$ cat config.mk
export PLATFORM = sky130hd
export DESIGN_NAME = pc_sequencer_flat
export DESIGN_NICKNAME = d
export VERILOG_FILES = /design/src/rtl/pc_sequencer_if.sv /design/src/rtl/pc_sequencer.sv /design/src/flat_wrapper.sv
export SDC_FILE = /design/constraint.sdc
export NUM_CORES = 1
export LEC_CHECK = 0
export BUFFER_PORTS_ARGS = -buffer_cell sky130_fd_sc_hd__buf_4
export CORE_UTILIZATION = 39
export DETAILED_ROUTE_END_ITERATION = 8
export GPL_TIMING_DRIVEN = 0
export HOLD_SLACK_MARGIN = 0.06
export PLACE_DENSITY = 0.76
export SYNTH_ARGS = -nofsm -noshare
export SYNTH_HDL_FRONTEND = slang
export SYNTH_SLANG_ARGS = --single-unit
export TNS_END_PERCENT = 20
$ cat constraint.sdc
create_clock -name clk -period 1.6 [get_ports clk]
set_clock_uncertainty 0.05 [all_clocks]
set_input_delay 0.24 -clock clk [delete_from_list [all_inputs] [get_ports clk]]
set_output_delay 0.24 -clock clk [all_outputs]
set_load 0.02 [all_outputs]
$ cat src/rtl/pc_sequencer_if.sv
// Front-end bus bundle for pc_sequencer: fetch req/ack, decode valid/ready,
// next-PC mux select/return and control/status lines.
interface pc_sequencer_if #(
    parameter int WIDTH = 16
);
    logic [WIDTH-1:0] pc;
    logic [WIDTH-1:0] pc_inc;
    logic [1:0]       mux_sel;
    logic [WIDTH-1:0] next_pc;
    logic             imem_req;
    logic [WIDTH-1:0] imem_addr;
    logic             imem_ack;
    logic [WIDTH-1:0] imem_data;
    logic             instr_valid;
    logic [WIDTH-1:0] instr_out;
    logic             instr_ready;
    logic             branch_taken;
    logic             jump;
    logic             halt;
    logic             halted;
    logic             fault;

    modport master (
        output pc, pc_inc, mux_sel, imem_req, imem_addr,
        output instr_valid, instr_out, halted, fault,
        input  next_pc, imem_ack, imem_data, instr_ready,
        input  branch_taken, jump, halt
    );

    modport slave (
        input  pc, pc_inc, mux_sel, imem_req, imem_addr,
        input  instr_valid, instr_out, halted, fault,
        output next_pc, imem_ack, imem_data, instr_ready,
        output branch_taken, jump, halt
    );
endinterface

$ cat src/rtl/pc_sequencer.sv
// PC sequencer: fetch (req/ack) then hand-off to decode (valid/ready).
// Optional fetch watchdog enabled by defining PC_WATCHDOG_EN.
module pc_sequencer #(
    parameter int               WIDTH        = 16,
    parameter logic [WIDTH-1:0] RESET_VECTOR = '0,
    parameter int               TIMEOUT      = 255
) (
    input  logic          clk,
    input  logic          rst_n,
    pc_sequencer_if.master bus
);
    typedef enum logic [1:0] {
        IDLE   = 2'd0,
        FETCH  = 2'd1,
        HOLD   = 2'd2,
        HALTED = 2'd3
    } state_t;

    if (TIMEOUT < 1 || TIMEOUT > 255) begin : g_bad_timeout
        $error("pc_sequencer: TIMEOUT must be 1..255");
    end

    state_t           state_q, state_d;
    logic [WIDTH-1:0] pc_q, pc_d;
    logic [WIDTH-1:0] instr_q, instr_d;
    logic             valid_q, valid_d;
    logic             fault_q, fault_d;
    logic             xfer;

`ifdef PC_WATCHDOG_EN
    localparam logic [7:0] TMO = 8'(TIMEOUT);
    logic [7:0] cnt_q, cnt_d;
`endif

    assign xfer = valid_q & bus.instr_ready;

    always_comb begin
        state_d = state_q;
        pc_d    = pc_q;
        instr_d = instr_q;
        valid_d = valid_q;
        fault_d = fault_q;
`ifdef PC_WATCHDOG_EN
        cnt_d   = cnt_q;
`endif
        unique case (state_q)
            IDLE: begin
                state_d = FETCH;
`ifdef PC_WATCHDOG_EN
                cnt_d   = 8'd0;
`endif
            end
            FETCH: begin
                if (bus.imem_ack) begin
                    instr_d = bus.imem_data;
                    valid_d = 1'b1;
                    state_d = HOLD;
                end
`ifdef PC_WATCHDOG_EN
                else if (cnt_q + 8'd1 == TMO) begin
                    cnt_d   = cnt_q + 8'd1;
                    fault_d = 1'b1;
                    state_d = HALTED;
                end else begin
                    cnt_d = cnt_q + 8'd1;
                end
`endif
            end
            HOLD: begin
                if (xfer) begin
                    pc_d    = bus.next_pc;
                    valid_d = 1'b0;
                    state_d = bus.halt ? HALTED : FETCH;
`ifdef PC_WATCHDOG_EN
                    cnt_d   = 8'd0;
`endif
                end
            end
            HALTED: begin
                valid_d = 1'b0;
            end
            default: state_d = IDLE;
        endcase
    end

    always_ff @(posedge clk or negedge rst_n) begin
        if (!rst_n) begin
            state_q <= IDLE;
            pc_q    <= RESET_VECTOR;
            instr_q <= '0;
            valid_q <= 1'b0;
            fault_q <= 1'b0;
        end else begin
            state_q <= state_d;
            pc_q    <= pc_d;
            instr_q <= instr_d;
            valid_q <= valid_d;
            fault_q <= fault_d;
        end
    end

`ifdef PC_WATCHDOG_EN
    always_ff @(posedge clk or negedge rst_n) begin
        if (!rst_n) cnt_q <= 8'd0;
        else        cnt_q <= cnt_d;
    end
`endif

    // Jump outranks branch when both are raised in the same transfer.
    assign bus.mux_sel     = bus.jump         ? 2'b10 :
                             bus.branch_taken ? 2'b01 : 2'b00;
    assign bus.pc          = pc_q;
    assign bus.pc_inc      = pc_q + WIDTH'(1);
    assign bus.imem_req    = (state_q == FETCH);
    assign bus.imem_addr   = pc_q;
    assign bus.instr_valid = valid_q;
    assign bus.instr_out   = instr_q;
    assign bus.halted      = (state_q == HALTED);
    assign bus.fault       = fault_q;
endmodule

$ cat src/flat_wrapper.sv
// flat-port wrapper written by rule: the top's interface ports become plain ports
module pc_sequencer_flat 
#(
    parameter int               WIDTH        = 16,
    parameter logic [WIDTH-1:0] RESET_VECTOR = '0,
    parameter int               TIMEOUT      = 255
)
  (clk, rst_n, bus_pc, bus_pc_inc, bus_mux_sel, bus_imem_req, bus_imem_addr, bus_instr_valid, bus_instr_out, bus_halted, bus_fault, bus_next_pc, bus_imem_ack, bus_imem_data, bus_instr_ready, bus_branch_taken, bus_jump, bus_halt);
  pc_sequencer_if #(.WIDTH(WIDTH)) bus_i ();
  input  logic clk;
  input  logic rst_n;
  output wire logic [$bits(bus_i.pc)-1:0] bus_pc;
  output wire logic [$bits(bus_i.pc_inc)-1:0] bus_pc_inc;
  output wire logic [$bits(bus_i.mux_sel)-1:0] bus_mux_sel;
  output wire logic [$bits(bus_i.imem_req)-1:0] bus_imem_req;
  output wire logic [$bits(bus_i.imem_addr)-1:0] bus_imem_addr;
  output wire logic [$bits(bus_i.instr_valid)-1:0] bus_instr_valid;
  output wire logic [$bits(bus_i.instr_out)-1:0] bus_instr_out;
  output wire logic [$bits(bus_i.halted)-1:0] bus_halted;
  output wire logic [$bits(bus_i.fault)-1:0] bus_fault;
  input wire logic [$bits(bus_i.next_pc)-1:0] bus_next_pc;
  input wire logic [$bits(bus_i.imem_ack)-1:0] bus_imem_ack;
  input wire logic [$bits(bus_i.imem_data)-1:0] bus_imem_data;
  input wire logic [$bits(bus_i.instr_ready)-1:0] bus_instr_ready;
  input wire logic [$bits(bus_i.branch_taken)-1:0] bus_branch_taken;
  input wire logic [$bits(bus_i.jump)-1:0] bus_jump;
  input wire logic [$bits(bus_i.halt)-1:0] bus_halt;
  assign bus_pc = bus_i.pc;
  assign bus_pc_inc = bus_i.pc_inc;
  assign bus_mux_sel = bus_i.mux_sel;
  assign bus_imem_req = bus_i.imem_req;
  assign bus_imem_addr = bus_i.imem_addr;
  assign bus_instr_valid = bus_i.instr_valid;
  assign bus_instr_out = bus_i.instr_out;
  assign bus_halted = bus_i.halted;
  assign bus_fault = bus_i.fault;
  assign bus_i.next_pc = bus_next_pc;
  assign bus_i.imem_ack = bus_imem_ack;
  assign bus_i.imem_data = bus_imem_data;
  assign bus_i.instr_ready = bus_instr_ready;
  assign bus_i.branch_taken = bus_branch_taken;
  assign bus_i.jump = bus_jump;
  assign bus_i.halt = bus_halt;
  pc_sequencer #(.WIDTH(WIDTH), .RESET_VECTOR(RESET_VECTOR), .TIMEOUT(TIMEOUT)) u_core (.clk(clk), .rst_n(rst_n), .bus(bus_i));
endmodule
# Yosys cells after proc, flatten, opt, wreduce, memory -nomap -nowiden
# Index checks and enable logic that the tools add are counted.
[word_totals] reg_bits=35 in_bits=39 out_inout_bits=70 word_cells=27
[op_classes] add_sub_neg=1 eq_ne=5 muxes=9 bitwise_logic=1 n_reduce_logical=7
[ops] operator="adder 16 x 1 -> 16 bit, second input constant" n=1
[ops] operator="two-way mux 2 bit" n=4
[ops] operator="one-hot mux 2 bit (3 select lines)" n=1
[ops] operator="AND reduction 3 bit" n=2
[ops] operator="nonzero test 3 bit" n=2
[ops] operator="equality test 2 bit, second input constant" n=2
[ops] operator="inequality test 2 x 1 -> 1 bit, second input constant" n=2
[ops] operator="AND reduction 2 bit" n=2
[ops] operator="two-way mux 1 bit" n=3
[ops] operator="one-hot mux 1 bit (3 select lines)" n=1
[ops] operator="equality test 2 x 1 -> 1 bit, second input constant" n=1
[ops] operator="zero test 2 bit" n=1
[ops] operator="bitwise AND 1 bit" n=1

# Depth between registers and ports, before layout
[logic_depth] ltp_word=3 depth_mapped=5 mapped_depth_nobuf=5

# Worst setup path before layout
# No wires, ideal clock.
[synth_timing] path_kind="register to output" start="register u_core.pc_q[0], in the netlist u_core.bus.imem_addr[0]" end="output port bus_pc_inc[10]" arrival_ps=1538 required_ps=1310 setup_slack_ps=-228 path_stages_with_launch=5 n_path_buf=0 path_cell_list="dfrtp_1 > ha_1 > nand4_1 > nor3_1 > xor2_1"
[synth_between] elab_chain_cells=1
[synth_rtl] item="start: declaration" line_no="pc_sequencer.sv:24" text="logic [WIDTH-1:0] pc_q, pc_d;"
[synth_rtl] item="start signal: assignment" line_no="pc_sequencer.sv:95" text="pc_q <= pc_d;"
[synth_rtl] item="adder 16 x 1 -> 16 bit" line_no="pc_sequencer.sv:113" text="assign bus.pc_inc = pc_q + WIDTH'(1);"
[synth_rtl] item="end: declaration" line_no="flat_wrapper.sv:13" text="output wire logic [$bits(bus_i.pc_inc)-1:0] bus_pc_inc;"
# Every way passes these cells.

# Final worst setup path
[layout_timing] start="register u_core.pc_q[1], in the netlist u_core.bus.imem_addr[1]" end="output port bus_pc_inc[10]"
# The elaborated chain is that of the path after synthesis.

==> flow_metrics.env <==
export IMPL_critPathKind="flip-flop to output pin"
export IMPL_crit_path_start_kind="flip-flop"
export IMPL_postSynthAreaPerCell_um2=12.2
export IMPL_finalHoldViolations=0
export IMPL_port_buffers=107
export IMPL_slew_violations=0
export IMPL_cts_buffers_inserted=5
export IMPL_start_util_pct=41.3
export IMPL_grt_first_pass_wirelength_mm=7.29
export IMPL_wl_per_cell_um=14.2
export IMPL_place_congestion=0.756
export IMPL_drt_total_wl_mm=4.70
export IMPL_dieArea_um2=4990
export IMPL_p_int_w=0.00391
export IMPL_grt_usage_pct=18.8
export IMPL_clockBufferDepth=2
export IMPL_status="finished, violations left"
export IMPL_drt_antenna_violating_nets=0
export IMPL_pin_count=109
export IMPL_clockPowerShare_pct=10.0
export IMPL_ys_seq_area_share_pct=47.7
export IMPL_cap_violations=0
export IMPL_period_needed_ps=1940
export IMPL_powerDensity_nw_per_um2=2210
export IMPL_finalNetCount=323
export IMPL_post_route_period_util_pct=121
export IMPL_end_kind="output pin"
export IMPL_hp_class="input port to flip-flop"
export IMPL_grt_pass1_vias=1580
export IMPL_syn_inst=151
export IMPL_fillers=341
export IMPL_via_count=1619
export IMPL_drive_gt1_share_pct=75.6
export IMPL_irDropWorstVdd_uv=1050
export IMPL_yosysWarnings=0
export IMPL_grt_max_degree=36
export IMPL_post_dp_hpwl_mm=3.26
export IMPL_drt_iter0_drc=92
export IMPL_cp_arrival_ps=1650
export IMPL_die_w_um=70.6
export IMPL_crit_fanout=3
export IMPL_p_leak_nw=1.59
export IMPL_syn2layout_area_growth_pct=70.6
export IMPL_grt_remaining_overflow=0
export IMPL_cts_root_buf="clkbuf_8"
export IMPL_fin_ws_ps=-343
export IMPL_vias_per_cell=4.89
export IMPL_first_pass_iters=6
export IMPL_clk_latency_ps=280
export IMPL_p_switching_w=0.00301
export IMPL_p_sw_share_pct=43.5
export IMPL_place_ws_ps=-217
export IMPL_place_area_um2=2770
export IMPL_final_cell_area_um2=3130
export IMPL_cts_tree="yes"
export IMPL_cts_htree_levels=2
export IMPL_finalSetupViolCount=13
export IMPL_die_y_um=70.6
export IMPL_ys_types=25
export IMPL_rsz0062_at_grt="true"
export IMPL_power_share_combinational_pct=62.3
export IMPL_path_clk_slew_ps=70
export IMPL_syn_num_nets=196
export IMPL_coreArea_um2=4440
export IMPL_syn_area_um2=1840
export IMPL_cts_sinks=35
export IMPL_cp_required_ps=1310
export IMPL_antenna_found_initial=0
export IMPL_violations="DRC, setup timing"
export IMPL_synth_seq_cells=35
export IMPL_row_count=24
export IMPL_max_freq_mhz=515
export IMPL_n_antenna_cell=0
export IMPL_drcViolationCount=26
export IMPL_p_seq_share_pct=27.7
[power by group through the flow]
stage / clock network (W) / registers (W) / logic, W
after global routing: 0.000756 / 0.00199 / 0.00456
final: 0.000693 / 0.00192 / 0.00431
after floorplan: 0 / 0.00230 / 0.00188
after global placement: 0 / 0.00185 / 0.00391
after CTS: 0.000716 / 0.00187 / 0.00425
after detailed placement: 0 / 0.00187 / 0.00397
[routing by layer]
metal  track usage [%]  part of all wire [%]  up-vias
met5                 0                     0        -
met4              6.00                   1.1        0
met3              7.12                    10        6
met2              31.9                    49       87
met1              22.2                    40      777
li1                  -                     -      749
[layout make-up]
class,instances,area (µm²),share of cell area (%)
clock buffer,8,100,3.19
timing repair buffer,121,918,29.3
multi-input combinational,90,981,31.3
sequential,35,888,28.4
inverter,5,18.8,0.599
buffer,20,161,5.15
tap,52,65.1,2.08
[metrics by stage]
stage | setup TNS [ps] | hold WS (ps) | utilization, % | cells | power, W
floorplan | -1230 | -106 | - | 151 | 0.00418
global placement | -3780 | 171 | 62.3 | 310 | 0.00576
detailed placement | -4540 | 173 | 62.3 | 310 | 0.00585
CTS | -2810 | 124 | 69.1 | 328 | 0.00683
global route | -4090 | 118 | 70.5 | 331 | 0.00730
finish | -2800 | 132 | 70.5 | 331 | 0.00693
[state kept, by name (all words and copies together) (netlist names)]
name	cells
u_core.bus.imem_addr	16
u_core.bus.instr_out	16
u_core.state_q	2
u_core.bus.instr_valid	1
[repair_timing]
item | in CTS | in global routing
setup buffers | 9 | 4
hold buffers | 1 | 0
setup endpoints to repair | 36 | 36
endpoints found under the hold margin | 35 | 0
pin swaps | 5 | 6
gates resized for setup | 23 | 10
[cell usage after synthesis, drive strengths merged]
cell	instances	area [µm²]
buf	20	145
a211oi	1	7.51
nor4	4	37.5
nand2	7	26.3
mux2i	2	20.0
a21o	1	7.51
ha	6	75.1
o31ai	1	7.51
conb	1	3.75
nand4	4	31.3
nor2b	3	18.8
xor2	10	87.6
nand3	6	35.0
o41ai	1	8.76
dfrtp	35	876
xnor2	4	35.0
nor2	4	15.0
mux2	32	360
inv	5	18.8
clkbuf	1	5.00
nor3	3	15.0
[cell usage in the layout (no fill, tap or decap), drive strengths merged]
cell	count
buf	140
dfrtp	35
mux2	32
xor2	10
clkbuf	8
nand2	7
nand3	6
ha	6
inv	5
nor4	4
xnor2	4
nand4	4
nor2	4
nor2b	3
nor3	3
mux2i	2
a211oi	1
a21o	1
o31ai	1
o41ai	1
conb	1
dlygate4sd3	1
[worst max-delay path: stages, from the launching register on]
cell and delay, ps:
dfrtp_2 390, ha_4 140, nand4_1 160, buf_4 200, nor3_4 110, xor2_1 190
buf_4 170
[worst paths after layout]
check                                                    start                                    to  slack (ps)  cells after the start
setup / recovery           u_core.bus.imem_addr[1]$_DFFE_PN0P_                        bus_pc_inc[10]        -340                      6
hold / removal                               bus_imem_data[12]  u_core.bus.instr_out[12]$_DFFE_PN0P_         130                      2
setup reg to reg                 u_core.state_q[0]$_DFFE_PN0P_  u_core.bus.imem_addr[14]$_DFFE_PN0P_          50                      5
hold reg to reg            u_core.bus.instr_out[5]$_DFFE_PN0P_   u_core.bus.instr_out[5]$_DFFE_PN0P_         460                      1
max in group asynchronous                                rst_n  u_core.bus.imem_addr[12]$_DFFE_PN0P_         750                      2
min in group asynchronous                                rst_n  u_core.bus.instr_out[12]$_DFFE_PN0P_         400                      2
[kinds of logic (layout without fill, tap and decap cells)]
logic type                 count (synthesis)  in the layout  synth area share (%)
buffers and inverters                     26            154                  9.20
DFF                                       35             35                  47.7
AOI/OAI and AO/OA                          4              4                  1.70
adders and majority gates                  6              6                  4.09
other                                      1              1                 0.204
and+or+nand+nor                           31             31                  9.74
muxes                                     34             34                  20.7
xor gates and xnor gates                  14             14                  6.68
Note: power is estimated with default switching activity, not from simulation.
